## config.mk

```make
export PLATFORM = sky130hd
export DESIGN_NAME = relu6_ram_reader_flat
export DESIGN_NICKNAME = d
export VERILOG_FILES = /design/src/rtl/relu6_ram_reader_if.sv /design/src/rtl/relu6_ram_reader.sv /design/src/flat_wrapper.sv
export SDC_FILE = /design/constraint.sdc
export NUM_CORES = 1
export LEC_CHECK = 0
export BUFFER_PORTS_ARGS = -buffer_cell sky130_fd_sc_hd__buf_2
export CORE_AREA = 2 2 408 410
export CTS_BUF_LIST = sky130_fd_sc_hd__clkbuf_8
export DETAILED_ROUTE_END_ITERATION = 10
export DIE_AREA = 0 0 410 412
export GPL_TIMING_DRIVEN = 0
export SYNTH_ARGS = -nofsm -noshare
export SYNTH_HDL_FRONTEND = slang
export SYNTH_SLANG_ARGS = --single-unit
```

## constraint.sdc

```tcl
create_clock -name clk -period 30.7 [get_ports clk]
set_clock_uncertainty 0.05 [all_clocks]
set_input_delay 0 -clock clk [delete_from_list [all_inputs] [get_ports clk]]
set_output_delay 0 -clock clk [all_outputs]
set_load 0.01 [all_outputs]
```

## src/rtl/relu6_ram_reader_if.sv

```systemverilog
// Handshake bundle for the layer-6 ReLU6 buffer reader: control, memory read port and output stream.
interface relu6_ram_reader_if #(
  parameter int DATA_W = 512,
  parameter int ADDR_W = 7
);
  logic              start;
  logic              busy;
  logic              done;
  logic              rd_en;
  logic [ADDR_W-1:0] rd_addr;
  logic [DATA_W-1:0] rd_data;
  logic              out_valid;
  logic              out_ready;
  logic [DATA_W-1:0] out_data;
  logic [ADDR_W-1:0] out_index;
  logic              out_last;

  modport master (
    input  start,
    output busy, done,
    output rd_en, rd_addr,
    input  rd_data,
    output out_valid,
    input  out_ready,
    output out_data, out_index, out_last
  );

  modport slave (
    output start,
    input  busy, done,
    input  rd_en, rd_addr,
    output rd_data,
    input  out_valid,
    output out_ready,
    input  out_data, out_index, out_last
  );
endinterface

```

## src/rtl/relu6_ram_reader.sv

```systemverilog
// Streams all DEPTH entries of the ReLU6 output buffer through a 2-entry FIFO, issuing
// reads only when FIFO space is guaranteed for the one-cycle-latency memory.
module relu6_ram_reader #(
  parameter int DEPTH  = 16,
  parameter int DATA_W = 512,
  parameter int ADDR_W = 7
) (
  input logic               clk,
  input logic               rst,
  relu6_ram_reader_if.master bus
);

  localparam logic [ADDR_W-1:0] LAST = ADDR_W'(DEPTH - 1);

  typedef enum logic [1:0] {IDLE, READ, DRAIN, DONE} state_t;

  state_t            state;
  logic [ADDR_W-1:0] addr;
  logic [ADDR_W-1:0] beat_cnt;
  logic              busy_q;
  logic              done_q;

  logic              vld_p1;
  logic [ADDR_W-1:0] addr_p1;

  logic [DATA_W-1:0] fifo_data [2];
  logic [ADDR_W-1:0] fifo_idx  [2];
  logic              rd_ptr;
  logic              wr_ptr;
  logic [1:0]        fifo_count;

  logic              head_valid;
  logic              pop;
  logic              push;
  logic              issue;
  logic [2:0]        credit_used;

  assign head_valid  = (fifo_count != 2'd0);
  assign pop         = head_valid & bus.out_ready;
  assign push        = vld_p1;
  // Entries held plus the read in flight must stay below 2 after this edge's pop.
  assign credit_used = {1'b0, fifo_count} + {2'b00, vld_p1};
  assign issue       = (state == READ) && (credit_used < (3'd2 + {2'b00, pop}));

  // Stage 0 -> 1: read issued to memory, data returns next cycle
  always_ff @(posedge clk or negedge rst) begin
    if (!rst) begin
      state    <= IDLE;
      addr     <= '0;
      beat_cnt <= '0;
      busy_q   <= 1'b0;
      done_q   <= 1'b0;
    end else begin
      done_q <= 1'b0;
      if (pop)   beat_cnt <= beat_cnt + 1'b1;
      if (issue) addr     <= addr + 1'b1;
      case (state)
        IDLE: begin
          if (bus.start) begin
            state    <= READ;
            addr     <= '0;
            beat_cnt <= '0;
            busy_q   <= 1'b1;
          end
        end
        READ: begin
          if (issue && (addr == LAST)) state <= DRAIN;
        end
        DRAIN: begin
          if (pop && (beat_cnt == LAST)) begin
            state  <= DONE;
            busy_q <= 1'b0;
            done_q <= 1'b1;
          end
        end
        DONE:    state <= IDLE;
        default: state <= IDLE;
      endcase
    end
  end

  // Stage 1 -> FIFO: returned data is written with the address it came from
  always_ff @(posedge clk or negedge rst) begin
    if (!rst) begin
      vld_p1     <= 1'b0;
      rd_ptr     <= 1'b0;
      wr_ptr     <= 1'b0;
      fifo_count <= 2'd0;
    end else begin
      vld_p1 <= issue;
      if (push) wr_ptr <= ~wr_ptr;
      if (pop)  rd_ptr <= ~rd_ptr;
      case ({push, pop})
        2'b10:   fifo_count <= fifo_count + 2'd1;
        2'b01:   fifo_count <= fifo_count - 2'd1;
        default: fifo_count <= fifo_count;
      endcase
    end
  end

  always_ff @(posedge clk) begin
    addr_p1 <= addr;
    if (push) begin
      fifo_data[wr_ptr] <= bus.rd_data;
      fifo_idx[wr_ptr]  <= addr_p1;
    end
  end

  // FIFO storage is not reset, so the head is masked while empty.
  assign bus.out_valid = head_valid;
  assign bus.out_data  = head_valid ? fifo_data[rd_ptr] : '0;
  assign bus.out_index = head_valid ? fifo_idx[rd_ptr]  : '0;
  assign bus.out_last  = head_valid && (fifo_idx[rd_ptr] == LAST);
  assign bus.rd_en     = issue;
  assign bus.rd_addr   = addr;
  assign bus.busy      = busy_q;
  assign bus.done      = done_q;

endmodule

```

## src/flat_wrapper.sv

```systemverilog
// flat-port wrapper written by rule: the top's interface ports become plain ports
module relu6_ram_reader_flat 
#(
  parameter int DEPTH  = 16,
  parameter int DATA_W = 512,
  parameter int ADDR_W = 7
)
  (clk, rst, bus_start, bus_busy, bus_done, bus_rd_en, bus_rd_addr, bus_rd_data, bus_out_valid, bus_out_ready, bus_out_data, bus_out_index, bus_out_last);
  relu6_ram_reader_if #(.DATA_W(DATA_W), .ADDR_W(ADDR_W)) bus_i ();
  input logic clk;
  input logic rst;
  input wire logic [$bits(bus_i.start)-1:0] bus_start;
  output wire logic [$bits(bus_i.busy)-1:0] bus_busy;
  output wire logic [$bits(bus_i.done)-1:0] bus_done;
  output wire logic [$bits(bus_i.rd_en)-1:0] bus_rd_en;
  output wire logic [$bits(bus_i.rd_addr)-1:0] bus_rd_addr;
  input wire logic [$bits(bus_i.rd_data)-1:0] bus_rd_data;
  output wire logic [$bits(bus_i.out_valid)-1:0] bus_out_valid;
  input wire logic [$bits(bus_i.out_ready)-1:0] bus_out_ready;
  output wire logic [$bits(bus_i.out_data)-1:0] bus_out_data;
  output wire logic [$bits(bus_i.out_index)-1:0] bus_out_index;
  output wire logic [$bits(bus_i.out_last)-1:0] bus_out_last;
  assign bus_i.start = bus_start;
  assign bus_busy = bus_i.busy;
  assign bus_done = bus_i.done;
  assign bus_rd_en = bus_i.rd_en;
  assign bus_rd_addr = bus_i.rd_addr;
  assign bus_i.rd_data = bus_rd_data;
  assign bus_out_valid = bus_i.out_valid;
  assign bus_i.out_ready = bus_out_ready;
  assign bus_out_data = bus_i.out_data;
  assign bus_out_index = bus_i.out_index;
  assign bus_out_last = bus_i.out_last;
  relu6_ram_reader #(.DEPTH(DEPTH), .DATA_W(DATA_W), .ADDR_W(ADDR_W)) u_core (.clk(clk), .rst(rst), .bus(bus_i));
endmodule
```

Word level (Yosys, flattened, before mapping)
Memories as Yosys holds them, arrays and structs flattened.
Index checks and enable logic that the tools add are counted.
{"block": "totals", "reg_bits": 30, "latch_bits": 0, "mem_bits_rw": 1038, "mem_bits_ro": 0, "input_bits": 516, "output_inout_bits": 531, "memories": 2}
{"name": "u_core.fifo_data", "words": 2, "width": 512, "rd": 1, "rd_clocked_by_memory_dff": 0, "wr": 1, "line": "relu6_ram_reader.sv:26", "text": "logic [DATA_W-1:0] fifo_data [2];"}
{"name": "u_core.fifo_idx", "words": 2, "width": 7, "rd": 1, "rd_clocked_by_memory_dff": 0, "wr": 1, "line": "relu6_ram_reader.sv:27", "text": "logic [ADDR_W-1:0] fifo_idx [2];"}
{"block": "op_classes", "n_addsub": 6, "mul": 0, "n_div": 0, "magnitude_cmp": 1, "eq_ne": 11, "shift": 0, "n_mux": 20, "n_bitwise": 3, "n_reduce_logical": 10}
{"op": "two-way mux 512 bit", "n": 1}
{"op": "two-way mux 7 bit", "n": 7}
{"op": "== test 7 x 4 -> 1 bit (second input constant)", "n": 3}
{"op": "adder 7 x 1 -> 7 bit (second input constant)", "n": 2}
{"op": "one-hot mux 2 bit (4 select lines)", "n": 1}
{"op": "== test 2 bit (second input constant)", "n": 3}
{"op": "two-way mux 1 bit", "n": 6}
{"op": "two-way mux 2 bit", "n": 3}
{"op": "AND reduction 3 bit", "n": 2}
{"op": "nonzero test 2 bit", "n": 3}
{"op": "== test 2 x 1 -> 1 bit (second input constant)", "n": 2}
{"op": "logical AND 1 bit", "n": 4}
{"op": "!= test 2 bit (second input constant)", "n": 2}
{"op": "one-hot mux 2 bit (2 select lines)", "n": 1}
{"op": "adder 2 x 1 -> 3 bit", "n": 1}
{"op": "adder 2 x 1 -> 3 bit (first input constant)", "n": 1}
{"op": "less-than comparator 3 bit", "n": 1}
{"op": "adder 2 x 1 -> 2 bit (second input constant)", "n": 1}
{"op": "logical NOT 2 bit", "n": 1}
{"op": "!= test 2 x 1 -> 1 bit (second input constant)", "n": 1}
{"op": "NOT 1 bit", "n": 2}
{"op": "one-hot mux 1 bit (2 select lines)", "n": 1}
{"op": "subtractor 2 x 1 -> 2 bit (second input constant)", "n": 1}
{"op": "bitwise AND 1 bit", "n": 1}

Depth between registers and ports, before layout
Gate-level depths: netlist of the first run.
{"block": "depth", "word_depth": 8, "mapped_depth": 7, "ltp_nobuf": 7}

Worst setup path after synthesis of the first run
Ideal clock, no wire load.
{"block": "synth_path", "path_kind": "register to register", "from": "reg u_core.vld_p1 (netlist: u_core.push)", "to": "mem u_core.fifo_data[0][0], enable pin", "setup_ns": 1.412, "t_arrival_ns": 21.865, "required_time_ns": 29.238, "setup_slack_ns": 7.374, "path_stages_with_launch": 3, "n_path_buf": 0, "period_less_slack_ns": 23.326, "cell_sequence": "dfrtp_1 inv_1 nor2_1"}
{"block": "synth_between", "elab_chain_len": 2}
{"item": "start: declaration", "line": "relu6_ram_reader.sv:23", "text": "logic vld_p1;"}
{"item": "start signal: assignment", "line": "relu6_ram_reader.sv:90", "text": "vld_p1 <= issue;"}
{"item": "two-way mux 1 bit", "line": "relu6_ram_reader.sv:103", "text": "if (push) begin"}
{"item": "two-way mux 1 bit (implied by the code)", "line": "relu6_ram_reader.sv:104", "text": "fifo_data[wr_ptr] <= bus.rd_data;"}
{"item": "end: declaration", "line": "relu6_ram_reader.sv:26"}
Every way passes these cells.

Final worst setup path of the first run
{"block": "layout_path", "from": "reg u_core.fifo_count[1]", "to": "out bus_out_data[296]"}
{"block": "layout_between", "elab_chain_len": 2}
{"item": "start: declaration", "line": "relu6_ram_reader.sv:30", "text": "logic [1:0] fifo_count;"}
{"item": "start signal: assignment", "line": "relu6_ram_reader.sv:94", "text": "2'b10: fifo_count <= fifo_count + 2'd1;"}
{"item": "start signal: assignment", "line": "relu6_ram_reader.sv:95", "text": "2'b01: fifo_count <= fifo_count - 2'd1;"}
{"item": "start signal: assignment", "line": "relu6_ram_reader.sv:96", "text": "default: fifo_count <= fifo_count;"}
{"item": "nonzero test 2 bit", "line": "relu6_ram_reader.sv:38", "text": "assign head_valid = (fifo_count != 2'd0);"}
{"item": "two-way mux 512 bit", "line": "relu6_ram_reader.sv:111", "text": "assign bus.out_data = head_valid ? fifo_data[rd_ptr] : '0;"}
{"item": "end: declaration", "line": "flat_wrapper.sv:20", "text": "output wire logic [$bits(bus_i.out_data)-1:0] bus_out_data;"}
Every way passes these cells.

==> flow_metrics.env, run 1 <==
export IMPL_status="completed"
export IMPL_final_area_sq_um=62600
export IMPL_yosysTopAreaCell="edfxtp_1"
export IMPL_final_core_util_pct=38.1
export IMPL_holdCritPathClass="input port to flip-flop"
export IMPL_io_pins=1047
export IMPL_via_per_inst=4.15
export IMPL_setup_viol=0
export IMPL_arrival_ps=4350
export IMPL_cts_path_max_buffers=3
export IMPL_seq_power_share_pct=37.8
export IMPL_power_density_nw_per_um2=83.7
export IMPL_fin_nets=5133
export IMPL_postCtsSetupBuffers=0
export IMPL_die_area_sq_um=169000
export IMPL_initial_core_util_pct=24.4
export IMPL_reg2reg_depth=11
export IMPL_ant_nets=0
export IMPL_dpl_instance_area_sq_um=48900
export IMPL_port_buffers=1046
export IMPL_synthesis_nets=2842
export IMPL_critPathRequiredTime_ps=30650
export IMPL_final_max_slew_viol_count=0
export IMPL_crit_end="bus_out_data[296]"
export IMPL_synthCells=2318
export IMPL_crit_buf_inv=4
export IMPL_yosysTopAreaCellShare_pct=77.6
export IMPL_cts_root_buffer="clkbuf_8"
export IMPL_ys_types=27
export IMPL_rsz0062_at_grt="no"
export IMPL_cp_max_fo=10
export IMPL_reg2reg_slack_ps=27250
export IMPL_wire_per_inst_um=20.2
export IMPL_layout_drive_gt1_share_pct=28.7
export IMPL_dp_final_hpwl_mm=99.4
export IMPL_startpoint="u_core.fifo_count[1]$_DFFE_PN0P_"
export IMPL_core_sq_um=164000
export IMPL_remaining_drc_errors=0
export IMPL_antenna_found_initial=50
export IMPL_critical_path_top_delay_family="buffers and inverters"
export IMPL_worstSetupStartpointType="flip-flop"
export IMPL_critical_path_cell_chain="nor2_2 -> buf_16 -> clkbuf_1 -> clkbuf_1 -> nor2_1 -> buf_2"
export IMPL_globalRouteOverflowTotal=0
export IMPL_clock_power_share_pct=22.7
export IMPL_fill_cells=15383
export IMPL_drtPass1Iterations=5
export IMPL_netlist_top_cells_area="edfxtp_1 78%, mux2i_1 13%, nor2_1 5.0%"
export IMPL_swShare_pct=37.7
export IMPL_critical_path_class="flip-flop to output port"
export IMPL_fp_row_count=149
export IMPL_cts_made_buffers=181
export IMPL_die_y_um=412
export IMPL_clk_insertion_delay_late_ps=910
export IMPL_yosysWarnings=0
export IMPL_grt_pass1_vias=30719
export IMPL_holdWs_ps=168
export IMPL_worst_pin_slew_ps=1180
export IMPL_finalHoldViolCount=0
export IMPL_relSlewSlack_pct=21.6
export IMPL_post_route_period_util_pct=14.3
export IMPL_max_cap_violations=0
export IMPL_r2r_end="u_core.fifo_data[0][65]$_DFFE_PP_"
export IMPL_irDropWorstVdd_mv=0.0697
export IMPL_cts_sinks=1068
export IMPL_crit_top_cell="clkbuf_1"
export IMPL_min_period_ps=4400
export IMPL_post_synth_cell_area_avg_sq_um=17.3
export IMPL_area_growth_pct=55.9
export IMPL_critical_path_depth=6
export IMPL_p_leak_nw=25.4
export IMPL_r2r_start="u_core.push$_DFF_PN0_"
export IMPL_crit_path_end_kind="output port"
export IMPL_p_sw_w=0.00198
export IMPL_clock_fmax_mhz=227
export IMPL_die_width_um=410
export IMPL_cts_clk_slew_worst_paths_ps=60
export IMPL_cts_max_level=4
export IMPL_place_gp_congestion=0.850
export IMPL_cpPeakStageDelay_ps=880
export IMPL_postSynthRegisterBits=1068
export IMPL_synth_area_sq_um=40100
export IMPL_p_int_w=0.00326
export IMPL_combPwrFrac_pct=39.6
export IMPL_grt_max_degree=63
export IMPL_synth_seq_area_share_pct=79.4
export IMPL_grt_util_all_layers_pct=15.9
export IMPL_first_iter_violations=1663
export IMPL_cp_slowest_cell="clkbuf_1"
export IMPL_cts_tree="done"
export IMPL_grt_pass1_wl_mm=197
export IMPL_via_count=28943
export IMPL_finalWirelength_mm=141
==> cell usage after synthesis, drive strengths merged <==
cell    number
edfxtp    1038
and3         2
xnor2        5
clkbuf      65
a222oi       1
nand3       10
and2         3
nand2        9
o21a         1
a21oi        3
dfrtp       23
nand4        3
o21ai        3
dfxtp        7
ha           8
nand2b       1
xor2        12
nor2       539
mux2i      520
nor2b        1
mux2         1
nor3         4
inv          8
buf         51
==> worst min path at each step <==
stage | from | to | cells after the start
after floorplan | rst | u_core.beat_cnt[0]$_DFF_PN0_ | 0
after global placement | rst | u_core.bus.rd_addr[0]$_DFF_PN0_ | 1
after detailed placement | rst | u_core.bus.rd_addr[5]$_DFF_PN0_ | 1
after CTS | bus_start | u_core.bus.busy$_DFFE_PN0P_ | 6
after global routing | bus_start | u_core.bus.busy$_DFFE_PN0P_ | 6
final | bus_start | u_core.bus.busy$_DFFE_PN0P_ | 6
==> worst min-delay path, cell delays in order <==
cell	delay, ps
dlygate4sd3_1	620
buf_2	160
inv_1	80
mux2i_1	70
nand2_1	60
o21ai_0	80
==> cells by family (layout without fill, tap and decap cells) <==
kind of cell | Yosys count | after routing | synth area share (%)
DFF | 1068 | 1068 | 79.4
and+or+nand+nor | 572 | 572 | 5.47
muxes | 521 | 521 | 13.0
buffers and inverters | 124 | 2555 | 1.32
xor gates and xnor gates | 17 | 17 | 0.371
adders and majority gates | 8 | 8 | 0.249
AOI/OAI and AO/OA | 8 | 8 | 0.175
other | 0 | 31 | 0
==> area by class of cell <==
| type | instances | area (sq um) | share of cell area, % |
|---|---|---|---|
| clock inverters | 139 | 758 | 1.21 |
| inverters | 8 | 30.0 | 0.0480 |
| clock buffers | 184 | 2530 | 4.05 |
| well taps | 2189 | 2740 | 4.37 |
| flip-flops and latches | 1068 | 31900 | 50.9 |
| diodes | 31 | 77.6 | 0.124 |
| plain buffers | 116 | 500 | 0.799 |
| multi-input cells | 1126 | 7740 | 12.4 |
| repair buffers | 2108 | 16300 | 26.1 |
==> per-layer routing <==
metal / vias to the layer above / part of all wire (%) / track usage (%)
met5: - / 0.047 / 0
met4: 10 / 4.1 / 7.37
met3: 337 / 8.1 / 5.36
met2: 1172 / 50 / 27.8
met1: 14130 / 37 / 17.3
li1: 13294 / - / -
==> sequential cells by signal, summed over array words and instances (netlist names) <==
register            flops
u_core.wr_ptr           1
u_core.bus.busy         1
u_core.fifo_count       2
u_core.fifo_idx        14
u_core.addr_p1          7
u_core.push             1
u_core.state            2
u_core.fifo_data     1024
u_core.rd_ptr           1
u_core.bus.rd_addr      7
u_core.bus.done         1
u_core.beat_cnt         7
==> placed cells by master (no fill, tap or decap), drive strengths merged, types with 2 or more instances in the layout <==
cell / instances
and3: 2
dfxtp: 7
o21ai: 3
bufinv: 3
diode: 31
xor2: 12
dfrtp: 23
nor3: 4
edfxtp: 1038
buf: 1130
mux2i: 520
nand3: 10
nand4: 3
clkinvlp: 5
dlygate4sd3: 1029
inv: 74
xnor2: 5
and2: 3
ha: 8
a21oi: 3
nand2: 9
nor2: 539
clkbuf: 249
clkinv: 65
==> stage by stage <==
step | setup slack, ps | total power [W] | cells | setup TNS [ps]
finish | 26300 | 0.00524 | 6969 | 0
global route | 25970 | 0.00550 | 6955 | 0
CTS | 25960 | 0.00528 | 6938 | 0
detailed placement | 27100 | 0.00397 | 5585 | 0
global placement | -7070 | 0.00417 | 5553 | -3592630
floorplan | 7370 | 0.00316 | 2318 | 0
==> power groups by stage <==
| stage | registers [W] | clock network [W] | logic (W) |
|---|---|---|---|
| finish | 0.00198 | 0.00119 | 0.00207 |
| global route | 0.00200 | 0.00128 | 0.00222 |
| CTS | 0.00197 | 0.00122 | 0.00209 |
| detailed placement | 0.00200 | 0 | 0.00197 |
| global placement | 0.00225 | 0 | 0.00192 |
| floorplan | 0.00214 | 0 | 0.00102 |
==> what timing repair did <==
item	CTS	global route
resized for setup	0	0
hold buffers	1030	0
endpoints found under the hold margin	1069	0
Note: power is estimated with default switching activity, not from simulation.
==> run 2, diff against run 1 <==
--- a/config.mk
+++ b/config.mk
@@ -5,11 +5,12 @@
 export SDC_FILE = /design/constraint.sdc
 export NUM_CORES = 1
 export LEC_CHECK = 0
+export ABC_AREA = 1
 export BUFFER_PORTS_ARGS = -buffer_cell sky130_fd_sc_hd__buf_2
-export CORE_AREA = 2 2 408 410
+export CORE_AREA = 2 2 407 409
 export CTS_BUF_LIST = sky130_fd_sc_hd__clkbuf_8
 export DETAILED_ROUTE_END_ITERATION = 10
-export DIE_AREA = 0 0 410 412
+export DIE_AREA = 0 0 409 411
 export GPL_TIMING_DRIVEN = 0
 export SYNTH_ARGS = -nofsm -noshare
 export SYNTH_HDL_FRONTEND = slang
==> constraint.sdc (replaced) <==
create_clock -name clk -period 3.65 [get_ports clk]
set_clock_uncertainty 0.05 [all_clocks]
set_input_delay 0 -clock clk [delete_from_list [all_inputs] [get_ports clk]]
set_output_delay 0 -clock clk [all_outputs]
set_load 0.01 [all_outputs]
==> flow_metrics.env, run 2 <==
export IMPL_critPathRequiredTime_ps=3600
export IMPL_ant_nets=0
export IMPL_p_total_w=0.0463
export IMPL_largest_register_ffs=1024
export IMPL_grt_pass1_vias=34106
export IMPL_cts_sinks=1068
export IMPL_regMostFlops="u_core.fifo_data"
export IMPL_synth_simple_area_share_pct=10.8
export IMPL_synth_edff_count=1038
export IMPL_worst_pin_slew_ps=714
export IMPL_remaining_drc_errors=0
export IMPL_synth_async_sr_flop_share_pct=2.15
export IMPL_netlist_top_cells_area="edfxtp_1 78%, nand2_1 10%, a21oi_1 6.5%"
export IMPL_min_period_ps=3390
export IMPL_synth_commonest_cells="1072 x nand2_1, 1038 x edfxtp_1, 517 x a21oi_1, 122 x buf_2, 31 x clkbuf_1"
export IMPL_holdWs_ps=176
export IMPL_reg_largest_list="u_core.fifo_data (1024), u_core.fifo_idx (14)"
export IMPL_cts_path_max_buffers=3
export IMPL_finalWirelength_mm=157
export IMPL_clk_insertion_delay_late_ps=890
export IMPL_reg2reg_slack_ps=530
export IMPL_dp_final_hpwl_mm=111
export IMPL_layout_drive_gt1_share_pct=27.7
export IMPL_final_max_slew_viol_count=0
export IMPL_grt_pass1_wl_mm=223
export IMPL_mostFrequentLayoutCell="buf_2"
export IMPL_cts_tree="done"
export IMPL_synth_xor_area_share_pct=0.153
export IMPL_power_density_nw_per_um2=737
export IMPL_drtPass1Iterations=5
export IMPL_dpl_instance_area_sq_um=48800
export IMPL_finalHoldViolCount=0
export IMPL_synth_area_sq_um=40000
export IMPL_arrival_ps=3340
export IMPL_initial_core_util_pct=24.4
export IMPL_cp_max_fo=10
export IMPL_crit_buf_inv=4
export IMPL_synth_compound_area_share_pct=6.70
export IMPL_postSynthRegisterBits=1068
export IMPL_yosysTopAreaCellShare_pct=77.9
export IMPL_ys_flop_type="edfxtp_1"
export IMPL_min_path_cells=6
export IMPL_wire_per_inst_um=20.7
export IMPL_r2r_end="u_core.fifo_data[0][173]$_DFFE_PP_"
export IMPL_final_area_sq_um=62900
export IMPL_synthAdderAreaFrac_pct=0.250
export IMPL_die_area_sq_um=168000
export IMPL_die_y_um=411
export IMPL_crit_path_end_kind="output port"
export IMPL_setup_viol=0
export IMPL_cp_slowest_cell="buf_1"
export IMPL_cts_max_level=4
export IMPL_cpPeakStageDelay_ps=500
export IMPL_yosysTopAreaCell="edfxtp_1"
export IMPL_hold_end="u_core.state[1]$_DFFE_PN0P_"
export IMPL_fin_nets=5769
export IMPL_synth_seq_area_share_pct=79.6
export IMPL_grt_util_all_layers_pct=18.0
export IMPL_synth_mux_area_share_pct=0.0750
export IMPL_via_per_inst=4.38
export IMPL_synthCells=2945
export IMPL_cts_root_buffer="clkbuf_8"
export IMPL_p_leak_nw=25.1
export IMPL_first_iter_violations=2530
export IMPL_synth_most_common_cell="nand2_1"
export IMPL_critical_path_top_delay_family="buffers and inverters"
export IMPL_post_synth_cell_area_avg_sq_um=13.6
export IMPL_post_route_period_util_pct=93.0
export IMPL_fp_row_count=149
export IMPL_hp_start="bus_start"
export IMPL_yosysWarnings=0
export IMPL_worstSetupStartpointType="flip-flop"
export IMPL_relSlewSlack_pct=52.4
export IMPL_cts_made_buffers=180
export IMPL_via_count=33330
export IMPL_synth_top_family_by_area="simple AND/OR/NAND/NOR gates"
export IMPL_grt_max_degree=39
export IMPL_area_growth_pct=57.0
export IMPL_r2r_start="u_core.push$_DFF_PN0_"
export IMPL_io_pins=1047
export IMPL_crit_top_cell="buf_2"
export IMPL_critical_path_class="flip-flop to output port"
export IMPL_cts_clk_slew_worst_paths_ps=60
export IMPL_max_cap_violations=0
export IMPL_core_sq_um=164000
export IMPL_globalRouteOverflowTotal=0
export IMPL_ys_types=33
export IMPL_irDropWorstVdd_mv=0.482
export IMPL_mostFrequentLayoutCells="1167 x buf_2, 1071 x nand2_1, 1038 x edfxtp_1, 1031 x dlygate4sd3_1, 489 x a21oi_1"
export IMPL_antenna_found_initial=50
export IMPL_synthesis_nets=3469
export IMPL_place_gp_congestion=0.912
export IMPL_critical_path_cell_chain="buf_2 -> buf_2 -> buf_1 -> nand2_1 -> a21oi_1 -> buf_2"
export IMPL_holdCritPathClass="input port to flip-flop"
export IMPL_rsz0062_at_grt="no"
export IMPL_clock_fmax_mhz=295
export IMPL_status="completed"
export IMPL_reg2reg_depth=9
export IMPL_die_width_um=409
export IMPL_port_buffers=1046
-- run 2: worst min-delay path, delay by kind of cell --
kind	cells	cell delay [ps]
buf+inv	2	720
simple gates	3	210
compound gates	1	140
-- run 2: cell type report --
class                      count  area (sq um)
antenna                       31          77.6
buffer                       172           865
clock buffer                 185          2550
clock inverter               138           845
fill                       15393        101000
inverter                      31           125
multi-input combinational   1674          7390
sequential                  1068         31900
tap                         2189          2740
timing repair buffer        2118         16400
-- run 2: cells by family after synthesis --
group	after synthesis
and+or+nand+nor	1127
DFF	1068
AOI/OAI and AO/OA	529
buffers and inverters	203
adders and majority gates	8
xor gates and xnor gates	7
muxes	3
-- run 2: worst max-delay path by stage --
stage / from / to / cells past startpoint
6_report: u_core.rd_ptr$_DFFE_PN0N_ / bus_out_data[438] / 6
5_1_grt: u_core.rd_ptr$_DFFE_PN0N_ / bus_out_data[438] / 6
4_1_cts: u_core.rd_ptr$_DFFE_PN0N_ / bus_out_data[412] / 8
3_5_place_dp: u_core.rd_ptr$_DFFE_PN0N_ / bus_out_data[412] / 8
3_3_place_gp: u_core.push$_DFF_PN0_ / u_core.fifo_data[1][173]$_DFFE_PP_ / 2
2_1_floorplan: u_core.wr_ptr$_DFFE_PN0P_ / u_core.fifo_data[1][0]$_DFFE_PP_ / 2
-- run 2: repair_timing --
| item | 4_1_cts | 5_1_grt |
|---|---|---|
| gates cloned | 0 | 0 |
| setup endpoints to repair | 317 | 4 |
| pin swaps | 1 | 0 |
| buffers inserted | 3 | 0 |
| resized for setup | 48 | 4 |
| hold endpoints to repair | 1069 | 0 |
| hold buffers | 1032 | 0 |
-- run 2: report_power, final --
part / total [W] / internal [W] / leakage [nW] / switching (W)
clock network: 0.0103 / 0.00524 / 1.97 / 0.00511
registers: 0.0162 / 0.0158 / 9.81 / 0.000433
logic: 0.0197 / 0.00622 / 13.3 / 0.0135
total: 0.0463 / 0.0272 / 25.1 / 0.0191
-- run 2: metal layers --
metal,up-vias,global-route usage (%),share of wire (%)
li1,15083,-,-
met1,16242,20.4,38
met2,1660,30.3,49
met3,339,6.59,9.6
met4,6,7.70,4.0
met5,-,0,0.024
-- run 2: per-stage QoR --
stage          worst slack [ps]  instances  utilization, %  setup TNS [ps]
4_1_cts                    3.25       7575            38.3               0
2_1_floorplan             -5100       2945               -        -5235010
6_report                    255       7606            38.4               0
3_5_place_dp                409       6217            29.8               0
3_3_place_gp             -10780       6180            29.3               -
5_1_grt                    3.47       7601            38.3               0
==> run 3, diff against run 2 <==
--- a/config.mk
+++ b/config.mk
@@ -6,7 +6,7 @@
 export NUM_CORES = 1
 export LEC_CHECK = 0
 export ABC_AREA = 1
-export BUFFER_PORTS_ARGS = -buffer_cell sky130_fd_sc_hd__buf_2
+export BUFFER_PORTS_ARGS = -buffer_cell sky130_fd_sc_hd__buf_4
 export CORE_AREA = 2 2 407 409
 export CTS_BUF_LIST = sky130_fd_sc_hd__clkbuf_8
 export DETAILED_ROUTE_END_ITERATION = 10
==> flow_metrics.env, run 3 (synthesis results as in run 2) <==
export IMPL_finalWirelength_mm=159
export IMPL_first_iter_violations=2356
export IMPL_min_period_ps=3400
export IMPL_dp_final_hpwl_mm=111
export IMPL_grt_pass1_wl_mm=222
export IMPL_crit_path_end_kind="output port"
export IMPL_grt_max_degree=39
export IMPL_cts_path_max_buffers=3
export IMPL_via_count=33056
export IMPL_holdWs_ps=217
export IMPL_irDropWorstVdd_mv=0.445
export IMPL_remaining_drc_errors=0
export IMPL_post_route_period_util_pct=93.1
export IMPL_critPathRequiredTime_ps=3600
export IMPL_dp_slack_ps=175
export IMPL_mostFrequentLayoutCells="1071 x nand2_1, 1057 x buf_4, 1038 x edfxtp_1, 1032 x dlygate4sd3_1, 491 x a21oi_1"
export IMPL_clock_power_share_pct=21.5
export IMPL_setup_ws_ps=253
export IMPL_reg_largest_list="u_core.fifo_data (1024), u_core.fifo_idx (14)"
export IMPL_clock_fmax_mhz=294
export IMPL_clk_insertion_delay_late_ps=900
export IMPL_cpPeakStageDelay_ps=520
export IMPL_status="completed"
export IMPL_cts_made_buffers=181
export IMPL_cp_slowest_cell="a21oi_1"
export IMPL_globalRouteOverflowTotal=0
export IMPL_cts_root_buffer="clkbuf_8"
export IMPL_crit_buf_inv=6
export IMPL_port_buffers=1046
export IMPL_initial_core_util_pct=24.4
export IMPL_area_growth_pct=63.5
export IMPL_cts_tree="done"
export IMPL_die_y_um=411
export IMPL_swShare_pct=39.7
export IMPL_worst_pin_slew_ps=932
export IMPL_wl_met1_mm=59.8
export IMPL_dp_cells=6216
export IMPL_highest_layer="met5"
export IMPL_p_int_w=0.0292
export IMPL_relSlewSlack_pct=37.7
export IMPL_die_width_um=409
export IMPL_die_area_sq_um=168000
export IMPL_setup_viol=0
export IMPL_p_sw_w=0.0192
export IMPL_regMostFlops="u_core.fifo_data"
export IMPL_wl_met2_mm=77.5
export IMPL_fp_row_count=149
export IMPL_max_cap_violations=0
export IMPL_cts_max_level=4
export IMPL_via_per_inst=4.35
export IMPL_critical_path_class="flip-flop to output port"
export IMPL_cts_sinks=1068
export IMPL_wl_met3_mm=15.5
export IMPL_fin_nets=5770
export IMPL_cts_clk_slew_worst_paths_ps=60
export IMPL_drtPass1Iterations=6
export IMPL_final_cells=7607
export IMPL_combPwrFrac_pct=45.0
export IMPL_place_gp_congestion=0.899
export IMPL_largest_register_ffs=1024
export IMPL_p_leak_nw=25.8
export IMPL_holdCritPathClass="input port to async pin"
export IMPL_power_density_nw_per_um2=740
export IMPL_rsz0062_at_grt="no"
export IMPL_cp_max_fo=10
export IMPL_arrival_ps=3350
export IMPL_grt_util_all_layers_pct=18.1
export IMPL_wire_per_inst_um=20.8
export IMPL_layout_drive_gt1_share_pct=27.7
export IMPL_io_pins=1047
export IMPL_ant_nets=0
export IMPL_core_sq_um=164000
export IMPL_mostFrequentLayoutCell="nand2_1"
export IMPL_critical_path_cell_chain="buf_2 -> inv_6 -> buf_6 -> buf_6 -> buf_2 -> nand2_1 -> a21oi_1 -> buf_4"
export IMPL_worstSetupStartpointType="flip-flop"
export IMPL_critical_path_top_delay_family="buffers and inverters"
export IMPL_grt_pass1_vias=33587
export IMPL_antenna_found_initial=48
export IMPL_final_max_slew_viol_count=0
export IMPL_finalHoldViolCount=0
export IMPL_seq_power_share_pct=33.5
[run 3: changes by cell type in the layout (fill, tap and decap cells not counted), moves of 2 or more]
cell,change
buf_4,+1045
buf_2,-1044
inv_1,-13
clkinv_1,+10
clkbuf_8,+5
clkinv_2,+5
clkinvlp_4,-4
a21oi_1,+2
a21oi_4,-2
buf_16,-2
clkinv_4,+2
clkinv_8,-2
[run 3: through the flow]
stage	cell area (sq um)	total power (W)	util, %	TNS [ps]
after floorplan	40000	0.0257	-	-5235010
after detailed placement	51400	0.0371	31.4	0
after CTS	65300	0.0487	39.9	0
final	65400	0.0484	39.9	0
after global placement	50600	0.0354	30.9	-
after global routing	65400	0.0508	39.9	0
[run 3: layer usage]
metal | vias up | GRT usage (%)
met3 | 339 | 6.59
met2 | 1547 | 30.2
met4 | 6 | 8.00
li1 | 15081 | -
met5 | - | 0
met1 | 16083 | 20.7
[run 3: layout make-up]
type | count | area, sq um
clock inverters | 135 | 795
flip-flops and latches | 1068 | 31900
diodes | 30 | 75.1
multi-input cells | 1674 | 7360
well taps | 2189 | 2740
repair buffers | 2118 | 19000
inverters | 31 | 125
fillers | 15118 | 98400
clock buffers | 190 | 2620
plain buffers | 172 | 857
[run 3: path summary, 6_finish.rpt]
| path | startpoint | to | slack (ps) | depth (start not counted) |
|---|---|---|---|---|
| max in group asynchronous | rst | u_core.rd_ptr$_DFFE_PN0N_ | 3170 | 4 |
| min in group clk | bus_rd_data[136] | u_core.fifo_data[1][136]$_DFFE_PP_ | 280 | 3 |
| hold reg to reg | u_core.addr_p1[3]$_DFF_P_ | u_core.fifo_idx[1][3]$_DFFE_PP_ | 370 | 0 |
| hold / removal | rst | u_core.bus.busy$_DFFE_PN0P_ | 220 | 4 |
| setup / recovery | u_core.rd_ptr$_DFFE_PN0N_ | bus_out_data[299] | 250 | 8 |
| setup reg to reg | u_core.push$_DFF_PN0_ | u_core.fifo_data[0][197]$_DFFE_PP_ | 300 | 9 |
[run 3: timing repair]
item | CTS | global route
cloned | 0 | 0
endpoints found under the setup margin | 307 | 5
pin swaps | 1 | 0
setup buffers | 3 | 0
hold endpoints to repair | 1069 | 0
resized for setup | 41 | 6
hold buffers | 1033 | 0
[run 3: worst reg2reg max path: stages, from the launching register on]
cell     delay, ps
dfrtp_1        410
inv_1          110
nor2_4         740
buf_12         290
buf_12         240
buf_12         250
buf_16         220
buf_12         240
buf_12         250
buf_12         250
[run 3: power by group through the flow]
stage          Clock [W]  Combinational [W]  Sequential (W)
2_1_floorplan          0            0.00861          0.0171
3_3_place_gp           0             0.0189          0.0165
3_5_place_dp           0             0.0206          0.0164
4_1_cts           0.0106             0.0218          0.0162
5_1_grt           0.0112             0.0233          0.0163
6_report          0.0104             0.0218          0.0162
